### config.mk
export PLATFORM = sky130hd
export DESIGN_NAME = alu_issue_stage
export DESIGN_NICKNAME = d
export VERILOG_FILES = /design/src/rtl/alu_pkg.sv /design/src/rtl/issue_decode.sv /design/src/rtl/alu_issue_stage.sv
export SDC_FILE = /design/constraint.sdc
export NUM_CORES = 1
export LEC_CHECK = 0
export CELL_PAD_IN_SITES_DETAIL_PLACEMENT = 0
export CELL_PAD_IN_SITES_GLOBAL_PLACEMENT = 2
export CORE_MARGIN = 1
export CORE_UTILIZATION = 29
export DETAILED_ROUTE_END_ITERATION = 8
export GPL_TIMING_DRIVEN = 0
export PLACE_DENSITY = 0.83
export SLEW_MARGIN = 20
export SYNTH_ARGS = -nofsm -noshare
export SYNTH_HDL_FRONTEND = slang
export SYNTH_SLANG_ARGS = --single-unit
### constraint.sdc
create_clock -name clk -period 2.8 [get_ports clk]
set_clock_uncertainty 0.15 [all_clocks]
set_input_delay 0.56 -clock clk [delete_from_list [all_inputs] [get_ports clk]]
set_output_delay 0.56 -clock clk [all_outputs]
set_load 0.05 [all_outputs]
### src/rtl/alu_pkg.sv
// Shared types for the integer issue stage and the ALU behind it.
package alu_pkg;

  localparam logic [6:0] OPC_OP     = 7'b0110011;
  localparam logic [6:0] OPC_OP_IMM = 7'b0010011;
  localparam logic [6:0] OPC_LUI    = 7'b0110111;
  localparam logic [6:0] OPC_AUIPC  = 7'b0010111;

  typedef enum logic [3:0] {
    ALU_ADD  = 4'b0000,
    ALU_SUB  = 4'b0001,
    ALU_SLL  = 4'b0010,
    ALU_SLT  = 4'b0100,
    ALU_SLTU = 4'b0110,
    ALU_XOR  = 4'b1000,
    ALU_SRL  = 4'b1010,
    ALU_SRA  = 4'b1011,
    ALU_OR   = 4'b1100,
    ALU_AND  = 4'b1110
  } alu_op_e;

  typedef struct packed {
    logic [31:0] a;
    logic [31:0] b;
    alu_op_e     op;
    logic [4:0]  rd;
    logic        wb_en;
    logic        illegal;
  } issue_pkt_t;

  // x0 reads as zero; otherwise the bypass beats the register file.
  function automatic logic [31:0] resolve_src(input logic [4:0]  addr,
                                              input logic [31:0] rf_data,
                                              input logic        fwd_valid,
                                              input logic [4:0]  fwd_rd,
                                              input logic [31:0] fwd_data);
    if (addr == 5'd0)                        return 32'd0;
    else if (fwd_valid && (fwd_rd == addr))  return fwd_data;
    else                                     return rf_data;
  endfunction

endpackage

### src/rtl/issue_decode.sv
// Combinational decode: raw instruction fields plus bypass -> issue packet.
module issue_decode
  import alu_pkg::*;
(
  input  logic [6:0]  i_opcode,
  input  logic [2:0]  i_funct3,
  input  logic        i_funct7_5,
  input  logic [4:0]  i_rs1_addr,
  input  logic [4:0]  i_rs2_addr,
  input  logic [4:0]  i_rd,
  input  logic [31:0] i_rs1_data,
  input  logic [31:0] i_rs2_data,
  input  logic [31:0] i_imm,
  input  logic [31:0] i_pc,
  input  logic        i_fwd_valid,
  input  logic [4:0]  i_fwd_rd,
  input  logic [31:0] i_fwd_data,
  output issue_pkt_t  o_pkt
);

  logic [31:0] w_rs1;
  logic [31:0] w_rs2;
  logic        w_is_op;
  logic        w_is_arith;
  alu_op_e     w_alu_op;

  assign w_rs1      = resolve_src(i_rs1_addr, i_rs1_data, i_fwd_valid, i_fwd_rd, i_fwd_data);
  assign w_rs2      = resolve_src(i_rs2_addr, i_rs2_data, i_fwd_valid, i_fwd_rd, i_fwd_data);
  assign w_is_op    = (i_opcode == OPC_OP);
  assign w_is_arith = w_is_op || (i_opcode == OPC_OP_IMM);

  // funct3 -> ALU op; SUB only exists for register-register, SRA for both
  always_comb begin
    w_alu_op = ALU_ADD;
    case (i_funct3)
      3'b000:  w_alu_op = (w_is_op && i_funct7_5) ? ALU_SUB : ALU_ADD;
      3'b001:  w_alu_op = ALU_SLL;
      3'b010:  w_alu_op = ALU_SLT;
      3'b011:  w_alu_op = ALU_SLTU;
      3'b100:  w_alu_op = ALU_XOR;
      3'b101:  w_alu_op = i_funct7_5 ? ALU_SRA : ALU_SRL;
      3'b110:  w_alu_op = ALU_OR;
      default: w_alu_op = ALU_AND;
    endcase
  end

  // operand source selection by opcode; unknown opcodes become a zeroed, illegal ADD
  always_comb begin
    o_pkt    = '0;
    o_pkt.op = ALU_ADD;
    o_pkt.rd = i_rd;
    case (i_opcode)
      OPC_OP:     begin o_pkt.a = w_rs1; o_pkt.b = w_rs2; end
      OPC_OP_IMM: begin o_pkt.a = w_rs1; o_pkt.b = i_imm; end
      OPC_LUI:    begin o_pkt.b = i_imm; end
      OPC_AUIPC:  begin o_pkt.a = i_pc;  o_pkt.b = i_imm; end
      default:    o_pkt.illegal = 1'b1;
    endcase
    if (w_is_arith) o_pkt.op = w_alu_op;
    o_pkt.wb_en = !o_pkt.illegal && (i_rd != 5'd0);
  end

endmodule

### src/rtl/alu_issue_stage.sv
// Registered issue stage in front of the ALU: output register plus one skid
// entry so in_ready comes straight from a flop.
module alu_issue_stage
  import alu_pkg::*;
#(
  parameter int XLEN = 32
) (
  input  logic            clk,
  input  logic            rst_n,
  input  logic            flush,
  input  logic            in_valid,
  output logic            in_ready,
  input  logic [6:0]      in_opcode,
  input  logic [2:0]      in_funct3,
  input  logic            in_funct7_5,
  input  logic [4:0]      in_rs1_addr,
  input  logic [4:0]      in_rs2_addr,
  input  logic [4:0]      in_rd,
  input  logic [XLEN-1:0] in_rs1_data,
  input  logic [XLEN-1:0] in_rs2_data,
  input  logic [XLEN-1:0] in_imm,
  input  logic [XLEN-1:0] in_pc,
  input  logic            fwd_valid,
  input  logic [4:0]      fwd_rd,
  input  logic [XLEN-1:0] fwd_data,
  output logic            out_valid,
  input  logic            out_ready,
  output logic [XLEN-1:0] operand_a,
  output logic [XLEN-1:0] operand_b,
  output logic [3:0]      alu_op,
  output logic [4:0]      out_rd,
  output logic            out_wb_en,
  output logic            out_illegal
);

  issue_pkt_t w_pkt;
  issue_pkt_t r_out;
  issue_pkt_t r_skid;
  logic       r_out_valid;
  logic       r_skid_valid;
  logic       w_accept;
  logic       w_out_load;

  issue_decode u_dec (
    .i_opcode    (in_opcode),
    .i_funct3    (in_funct3),
    .i_funct7_5  (in_funct7_5),
    .i_rs1_addr  (in_rs1_addr),
    .i_rs2_addr  (in_rs2_addr),
    .i_rd        (in_rd),
    .i_rs1_data  (in_rs1_data),
    .i_rs2_data  (in_rs2_data),
    .i_imm       (in_imm),
    .i_pc        (in_pc),
    .i_fwd_valid (fwd_valid),
    .i_fwd_rd    (fwd_rd),
    .i_fwd_data  (fwd_data),
    .o_pkt       (w_pkt)
  );

  assign in_ready   = !r_skid_valid && rst_n;
  assign w_accept   = in_valid && in_ready && !flush;
  assign w_out_load = !r_out_valid || out_ready;

  // output/skid pair; the skid always drains first so FIFO order holds
  always_ff @(posedge clk) begin
    if (!rst_n) begin
      r_out        <= '0;
      r_skid       <= '0;
      r_out_valid  <= 1'b0;
      r_skid_valid <= 1'b0;
    end else if (flush) begin
      r_out_valid  <= 1'b0;
      r_skid_valid <= 1'b0;
    end else if (w_out_load) begin
      if (r_skid_valid) begin
        r_out        <= r_skid;
        r_out_valid  <= 1'b1;
        r_skid_valid <= 1'b0;
      end else if (w_accept) begin
        r_out       <= w_pkt;
        r_out_valid <= 1'b1;
      end else begin
        r_out_valid <= 1'b0;
      end
    end else if (w_accept) begin
      r_skid       <= w_pkt;
      r_skid_valid <= 1'b1;
    end
  end

  assign out_valid   = r_out_valid;
  assign operand_a   = r_out.a;
  assign operand_b   = r_out.b;
  assign alu_op      = r_out.op;
  assign out_rd      = r_out.rd;
  assign out_wb_en   = r_out.wb_en;
  assign out_illegal = r_out.illegal;

endmodule
### Word-level counts from Yosys, hierarchy flattened

Cells that the tools add are included.

* $add $sub $neg: 0
* multipliers: 0
* div/mod/pow operators: 0
* $lt $le $gt $ge: 0
* equal/unequal tests: 12
* shifts and indexed selects: 0
* mux-type cells: 15
* bitwise operators: 3
* reductions and logical operators: 24

Operator list (count)
* 2-to-1 mux 75 bit: 2
* 2-to-1 mux 32 bit: 4
* one-hot mux 32 bit (2 select lines): 2
* one-hot mux 4 bit (7 select lines): 1
* equality test 7 x 5 -> 1 bit (second input constant): 2
* equality test 7 x 6 -> 1 bit (second input constant): 2
* equality test 5 bit: 2
* logical NOT 5 bit: 2
* equality test 3 bit (second input constant): 3
* logical AND 1 bit: 7
* equality test 3 x 2 -> 1 bit (second input constant): 2
* AND reduction 3 bit: 2
* OR reduction 3 bit: 2
* 2-to-1 mux 1 bit: 5
* nonzero test 5 bit: 1
* 2-to-1 mux 4 bit: 1
* OR reduction 2 bit: 2
* OR reduction 4 bit: 1
* equality test 3 x 1 -> 1 bit (second input constant): 1
* logical NOT 1 bit: 3
* logical NOT 3 bit: 1
* NOT 1 bit: 3
* logical OR 1 bit: 2
* nonzero test 2 bit: 1

* register bits after elaboration: 152
* bits in latches: 0
* RAM bits: 0
* ROM bits: 0
* input bits: 197
* output and inout port bits: 77
* memories: 0

### Logic depth before layout (Yosys ltp)

Gate-level depths: netlist (run 1).

* word-level depth: 7
* mapped depth: 8

### Cells and area by module

From an unflattened synthesis (run 1), not the netlist that was laid out.

* cell total of the unflattened synthesis: 1007
* area, all modules: 8390.5 µm²

Modules (own cells, without submodules)
* alu_issue_stage: times used 1, cells an instance 756, area each 6635.1 µm², seq. area each 3042.9 µm²
* issue_decode: times used 1, cells an instance 251, area each 1755.4 µm², seq. area each 0.0 µm²

### Worst setup path before layout (run 1)

No wires, ideal clock.

* path kind: input port to output port
* from: input rst_n
* to: output in_ready
* data arrival time: 1.915 ns
* data required time: 2.090 ns
* setup slack: 0.175 ns
* cell stages on the path: 4
* cell sequence: buf_2 buf_2 clkbuf_1 nor2b_1

* longest elaborated chain between the ends: 1

RTL lines
* from (decl): RTL line alu_issue_stage.sv:9 `input logic rst_n,`
* logical AND 1 bit: RTL line alu_issue_stage.sv:61 `assign in_ready = !r_skid_valid && rst_n;`
* to (decl): RTL line alu_issue_stage.sv:12 `output logic in_ready,`

No other way between the ends.

### Final worst setup path (run 1)

Ends and elaborated chain as after synthesis.

==> results of run 1 <==
## sequential cells by signal, indices dropped and copies added, names as in the netlist
name and flops:
operand_b 32, alu_op 4, out_illegal 1, out_wb_en 1, r_skid_valid 1, out_valid 1, operand_a 32, r_skid 75
out_rd 5
## power groups by stage
stage	clock network (W)	registers (W)	logic, W
3_5_place_dp	0	0.00228	0.000883
6_report	0.00233	0.00223	0.000892
5_1_grt	0.00247	0.00223	0.000939
4_1_cts	0.00237	0.00223	0.000891
3_3_place_gp	0	0.00228	0.000885
2_1_floorplan	0	0.00238	0.000246
## kinds of logic (layout without fill, tap and decap cells)
group                     count (synthesis)  count (layout)  share of synthesized area
xor gates and xnor gates                 10              10                     0.0104
other                                     0               1                          0
AOI/OAI and AO/OA                       359             359                      0.287
and+or+nand+nor                         325             325                      0.207
muxes                                    61              61                     0.0722
buffers and inverters                   109             415                     0.0638
DFF                                     152             152                      0.360
## final cells by class
cell class | count | area (um2)
multi-input cells | 755 | 4890
clock inverters | 15 | 148
fillers | 2938 | 16400
repair buffers | 275 | 2750
well taps | 384 | 480
inverters | 1 | 3.75
plain buffers | 107 | 553
clock buffers | 17 | 425
flip-flops and latches | 152 | 3040
diodes | 1 | 2.50
## layer usage
| layer | track usage | vias up | share of wire |
|---|---|---|---|
| met3 | 0.0497 | 33 | 0.066 |
| met4 | 0.0656 | 0 | 0.018 |
| met1 | 0.341 | 4473 | 0.46 |
| met2 | 0.404 | 400 | 0.46 |
| met5 | 0 | - | 0 |
| li1 | - | 4434 | - |
## per-stage QoR
stage | TNS, ns | std cells | cell area (um2)
after CTS | 0 | 1706 | 12300
after floorplan | 0 | 1016 | 8460
final | 0 | 1707 | 12300
after global placement | -55.80 | 1673 | 11700
after global routing | 0 | 1706 | 12300
after detailed placement | -60.13 | 1673 | 11700
## path summary, 6_finish.rpt
| kind | from | end | slack, ns | cells past startpoint |
|---|---|---|---|---|
| setup / recovery | rst_n | in_ready | 0.08 | 6 |
| hold / removal | r_skid[7] | r_skid[7] | 0.30 | 2 |
| setup reg to reg | r_skid_valid | operand_b[1] | 0.35 | 5 |
| hold reg to reg | r_skid[7] | r_skid[7] | 0.30 | 2 |
## critical path: stages
cell and delay [ns]:
clkdlybuf4s15_2 0.29, clkbuf_4 0.25, buf_4 0.23, clkbuf_4 0.27
nor2b_1 0.17, buf_4 0.22
## what timing repair did
action	CTS	global route
pin swaps	1	0
gates resized for setup	15	14
setup buffers	2	0
setup endpoints to repair	43	33
## cell usage in the layout (no fill, tap or decap), types with 6 or more instances in the layout
master / netlist / routed
a31oi_1: 43 / 43
xor2_1: 8 / 8
o221ai_1: 42 / 42
buf_2: 20 / 17
a21boi_1: 10 / 10
dfxtp_1: 152 / 152
and2_1: 23 / 23
clkbuf_16: 0 / 17
inv_8: 0 / 6
nor2_1: 7 / 7
a211oi_1: 21 / 21
nand3_1: 122 / 122
clkbuf_2: 1 / 9
o21ai_1: 13 / 13
buf_6: 7 / 7
buf_4: 2 / 6
a21oi_1: 111 / 111
and3_1: 14 / 14
a31o_1: 11 / 11
o211a_1: 6 / 6
nor2b_1: 24 / 24
nor3b_1: 22 / 22
mux2i_1: 61 / 60
nand2_1: 78 / 78
a31o_2: 21 / 21
nand3b_1: 14 / 14
a21boi_0: 11 / 11
o21ai_0: 38 / 38
clkdlybuf4s50_1: 0 / 271
a221o_1: 32 / 32
clkbuf_1: 66 / 59
==> metrics, run 1 <==
status complete, no violations; routed via count 9340; GPL Wtd Cong 0.843; syn_area_per_cell 8.32 um2; critical path required time 2.09 ns; Syn-to-layout area delta 45.4%; Setup violations, final 0; Die X-Extent 173 um; Total Power 0.00545 W; CTS Buf Count 17; Core Area 28700 um2; Syn Nets 1213; Pint 0.00380 W; mapped cell area 8460 um2; register area share after synthesis 0.360; Synth Flop Type dfxtp_1; Yosys top cell by area dfxtp_1; num rows 62; wire per inst 22.1 um; crit path DAT 2.01 ns; power density over the cells 444 nW/um2; Port Buf Inserts 273; Detailed Route Iter0 Violations 859; DRT antenna net count 0; Overall Global Routing Usage 0.251; Max clock buf depth 2; Async S/R FF share, synth 0; Final Cycle Share 0.970; ratio of cells with drive above 1 in the final layout 0.0809; Worst slew margin 0.502; Die ar. 29800 um2; clock latency on the worst-skew pair 0.43 ns; total net switching power 0.00165 W; fin util 0.428; first-pass GRT wire length 57200 um; Worst VDD drop 0.000374 V; Synth Warn # 0; most numerous cell in the Yosys netlist dfxtp_1; Overflow after GRT 0; I/O Pins 274; clock transition at the registers of the reported paths 0.07 ns; Pleak 4.46 nW; final WL 37800 um; nets 1506; root buf cell clkbuf_16; First-pass DRT Iterations 8; DP Worst Slack -1.35 ns; CP Class primary input to output port; Vias/cell 5.47; Startpoint Class primary input; Critical Path Sink Type output port; sw frac 0.303; Die Ht 173 um; Slew @ Worst Pin 0.748 ns; Cells after Synth 1016; clock tree sinks 152; Comb pwr share 0.163; max_cap viols 0; largest net degree at the start of global routing 20; HPWL after DPL 28300 um; EDFF count, synth 0; endpoints failing hold 0; vias in the first global route 9382; WHS 0.302 ns; Final WS setup 0.0847 ns; part of the power in registers 0.408; H-tree levels 4; Initial Util 0.295; Yosys top cell area share 0.360; Final Critical Period 2.72 ns; initial antenna violation count 0; Post-CTS Hold Fix Bufs 0; largest cells by area after synthesis dfxtp_1 (36%), mux2i_1 (7.2%), nand3_1 (7.2%); CTS tree done; commonest cells in the synthesized netlist dfxtp_1 (152), nand3_1 (122), a21oi_1 (111); Slew Viols, Final 0; CP Max Fanout 10; worst hold path class register to register; clock power share 0.428; Yosys cell types 47; flip-flop and latch count after synthesis 152; FMAX 0.368 GHz; # DRC 0; RSZ-0062 raised after global routing false
Note: power is estimated with default switching activity, not from simulation.
==> inputs of run 2 (changes only) <==
Settings changed: CORE_UTILIZATION 29 to 24, PLACE_DENSITY 0.83 to 0.73.
Clock period 2.8 ns to 2.25 ns, I/O delays scaled along.
==> run 2 against run 1 <==
  * Clock power is 30% higher
  * Critical path depth is 5 lower
  * Hold slack worse by 0.0015 ns
  * Combinational power is 33% higher
  * Cell count is 4.6% higher
  * Via count is 2.3% higher
  * Register-to-register slack worse by 0.26 ns
  * Power is 28% higher
  * Sequential share of layout area is 1.4 points lower
  * Flip-flop and latch count stayed put
  * Sequential power is 24% higher
  * Critical path type is now register to output port
==> metrics, run 2 (synthesized netlist as in run 1, its figures left out) <==
status complete, no violations; routed via count 9552; Total Power 0.00700 W; vias in the first global route 9413; First-pass DRT Iterations 5; H-tree levels 4; DRT antenna net count 0; Slew Viols, Final 0; Core Area 34600 um2; CTS tree done; design area 13000 um2; diode count 0; cell count after placement 1744; clock tree sinks 152; worst hold path class primary input to register; Die Ht 190 um; endpoints failing hold 0; Die X-Extent 190 um; Startpoint Class register; CP top delay family buffers and inverters; Buffers & Inverters on Critical Path 1; Pleak 5.02 nW; number of flip-flops in the largest register 75; ratio of cells with drive above 1 in the final layout 0.151; clock latency on the worst-skew pair 0.44 ns; Die ar. 36000 um2; Syn-to-layout area delta 54.2%; I/O Pins 274; CTS Buf Count 17; root buf cell clkbuf_16; worst r2r src r_skid_valid; Comb pwr share 0.170; Setup violations, final 0; RSZ-0062 raised after global routing true; power density over the cells 537 nW/um2; clock transition at the registers of the reported paths 0.06 ns; Overflow after GRT 0; part of the power in registers 0.396; CP Max Fanout 2; Detailed Route Iter0 Violations 698; Final Cycle Share 0.986; Worst VDD drop 0.000486 V; Post-Place Cell Area 11800 um2; clock power share 0.434; max_cap viols 0; num rows 68; # DRC 0; CP startpoint operand_a[0]; HPWL after DPL 30400 um; Pint 0.00499 W; initial antenna violation count 6; Max clock buf depth 2; CP max stage cell clkdlybuf4s50_1; Post-CTS Hold Fix Bufs 0; first-pass GRT wire length 60400 um; FMAX 0.451 GHz; Critical Path Sink Type output port; hold path start rst_n; Worst slew margin 0.518; Overall Global Routing Usage 0.226; GPL Wtd Cong 0.817; Finished Layout Cells 1786; nets 1515; final WL 41000 um; largest net degree at the start of global routing 20; Port Buf Inserts 273; Initial Util 0.244; sw frac 0.287; Vias/cell 5.35; largest reg by FF count r_skid; Slew @ Worst Pin 0.723 ns; most frequent cells in the layout clkdlybuf4s50_1 (241), dfxtp_1 (151), nand3_1 (121); CP Class register to output port; total net switching power 0.00201 W; leading cell type in the layout, fill and taps excluded clkdlybuf4s50_1; Final Critical Period 2.22 ns; crit path DAT 1.62 ns; max incr delay on CP 0.86 ns; wire per inst 22.9 um; crit-path cells clkdlybuf4s50_1; critical path required time 1.65 ns
## run 2: changes by cell type in the layout (fill, tap and decap cells not counted), sizes merged, moves of 7 or more
| cell | change |
|---|---|
| clkinv | +7 |
| clkdlybuf4s50 | -30 |
| dlymetal6s2s | +20 |
| clkbuf | -7 |
| buf | +21 |
| dlygate4sd2 | +10 |
| inv | -9 |
## run 2: through the flow
stage / utilization / hold slack (ns) / setup slack [ns] / setup TNS (ns)
finish: 0.377 / 0.300 / 0.0305 / 0
global placement: 0.340 / 0.289 / -1.73 / -130.96
global route: 0.377 / 0.324 / -0.0192 / -0.136
CTS: 0.367 / 0.291 / 0.000620 / 0
detailed placement: 0.340 / 0.294 / -1.74 / -131.50
floorplan: - / 0.280 / 0.0840 / 0
## run 2: repair_timing
item | 4_1_cts | 5_1_grt
pin swaps | 5 | 5
endpoints found under the setup margin | 161 | 148
gates resized for setup | 121 | 102
hold endpoints to repair | 0 | 0
setup buffers | 6 | 9
## run 2: area by class of cell
class | instances | area [um2]
Clock buffer | 19 | 453
Inverter | 1 | 3.75
Buffer | 103 | 728
Sequential cell | 152 | 3040
Timing Repair Buffer | 288 | 2900
Tap cell | 455 | 569
Fill cell | 3552 | 21600
Clock inverter | 13 | 145
Multi-Input combinational cell | 755 | 5190
## run 2: worst paths after layout
| kind | to | slack (ns) | depth (start not counted) |
|---|---|---|---|
| setup reg to reg | operand_a[22] | 0.09 | 6 |
| setup / recovery | operand_a[0] | 0.03 | 1 |
| hold / removal | out_valid | 0.30 | 3 |
| hold reg to reg | r_skid[7] | 0.30 | 2 |
## run 2: power groups by stage
stage	Clock, W	Sequential, W	Combinational (W)
global route	0.00318	0.00278	0.00126
CTS	0.00307	0.00277	0.00116
detailed placement	0	0.00283	0.00112
finish	0.00304	0.00277	0.00119
floorplan	0	0.00297	0.000306
global placement	0	0.00283	0.00112
## run 2: layer usage
| layer | GRT usage | share of wire | vias to the layer above |
|---|---|---|---|
| met5 | 0 | 0.0020 | - |
| met4 | 0.0689 | 0.020 | 12 |
| met3 | 0.0526 | 0.070 | 56 |
| met2 | 0.361 | 0.46 | 411 |
| met1 | 0.299 | 0.45 | 4600 |
| li1 | - | - | 4473 |
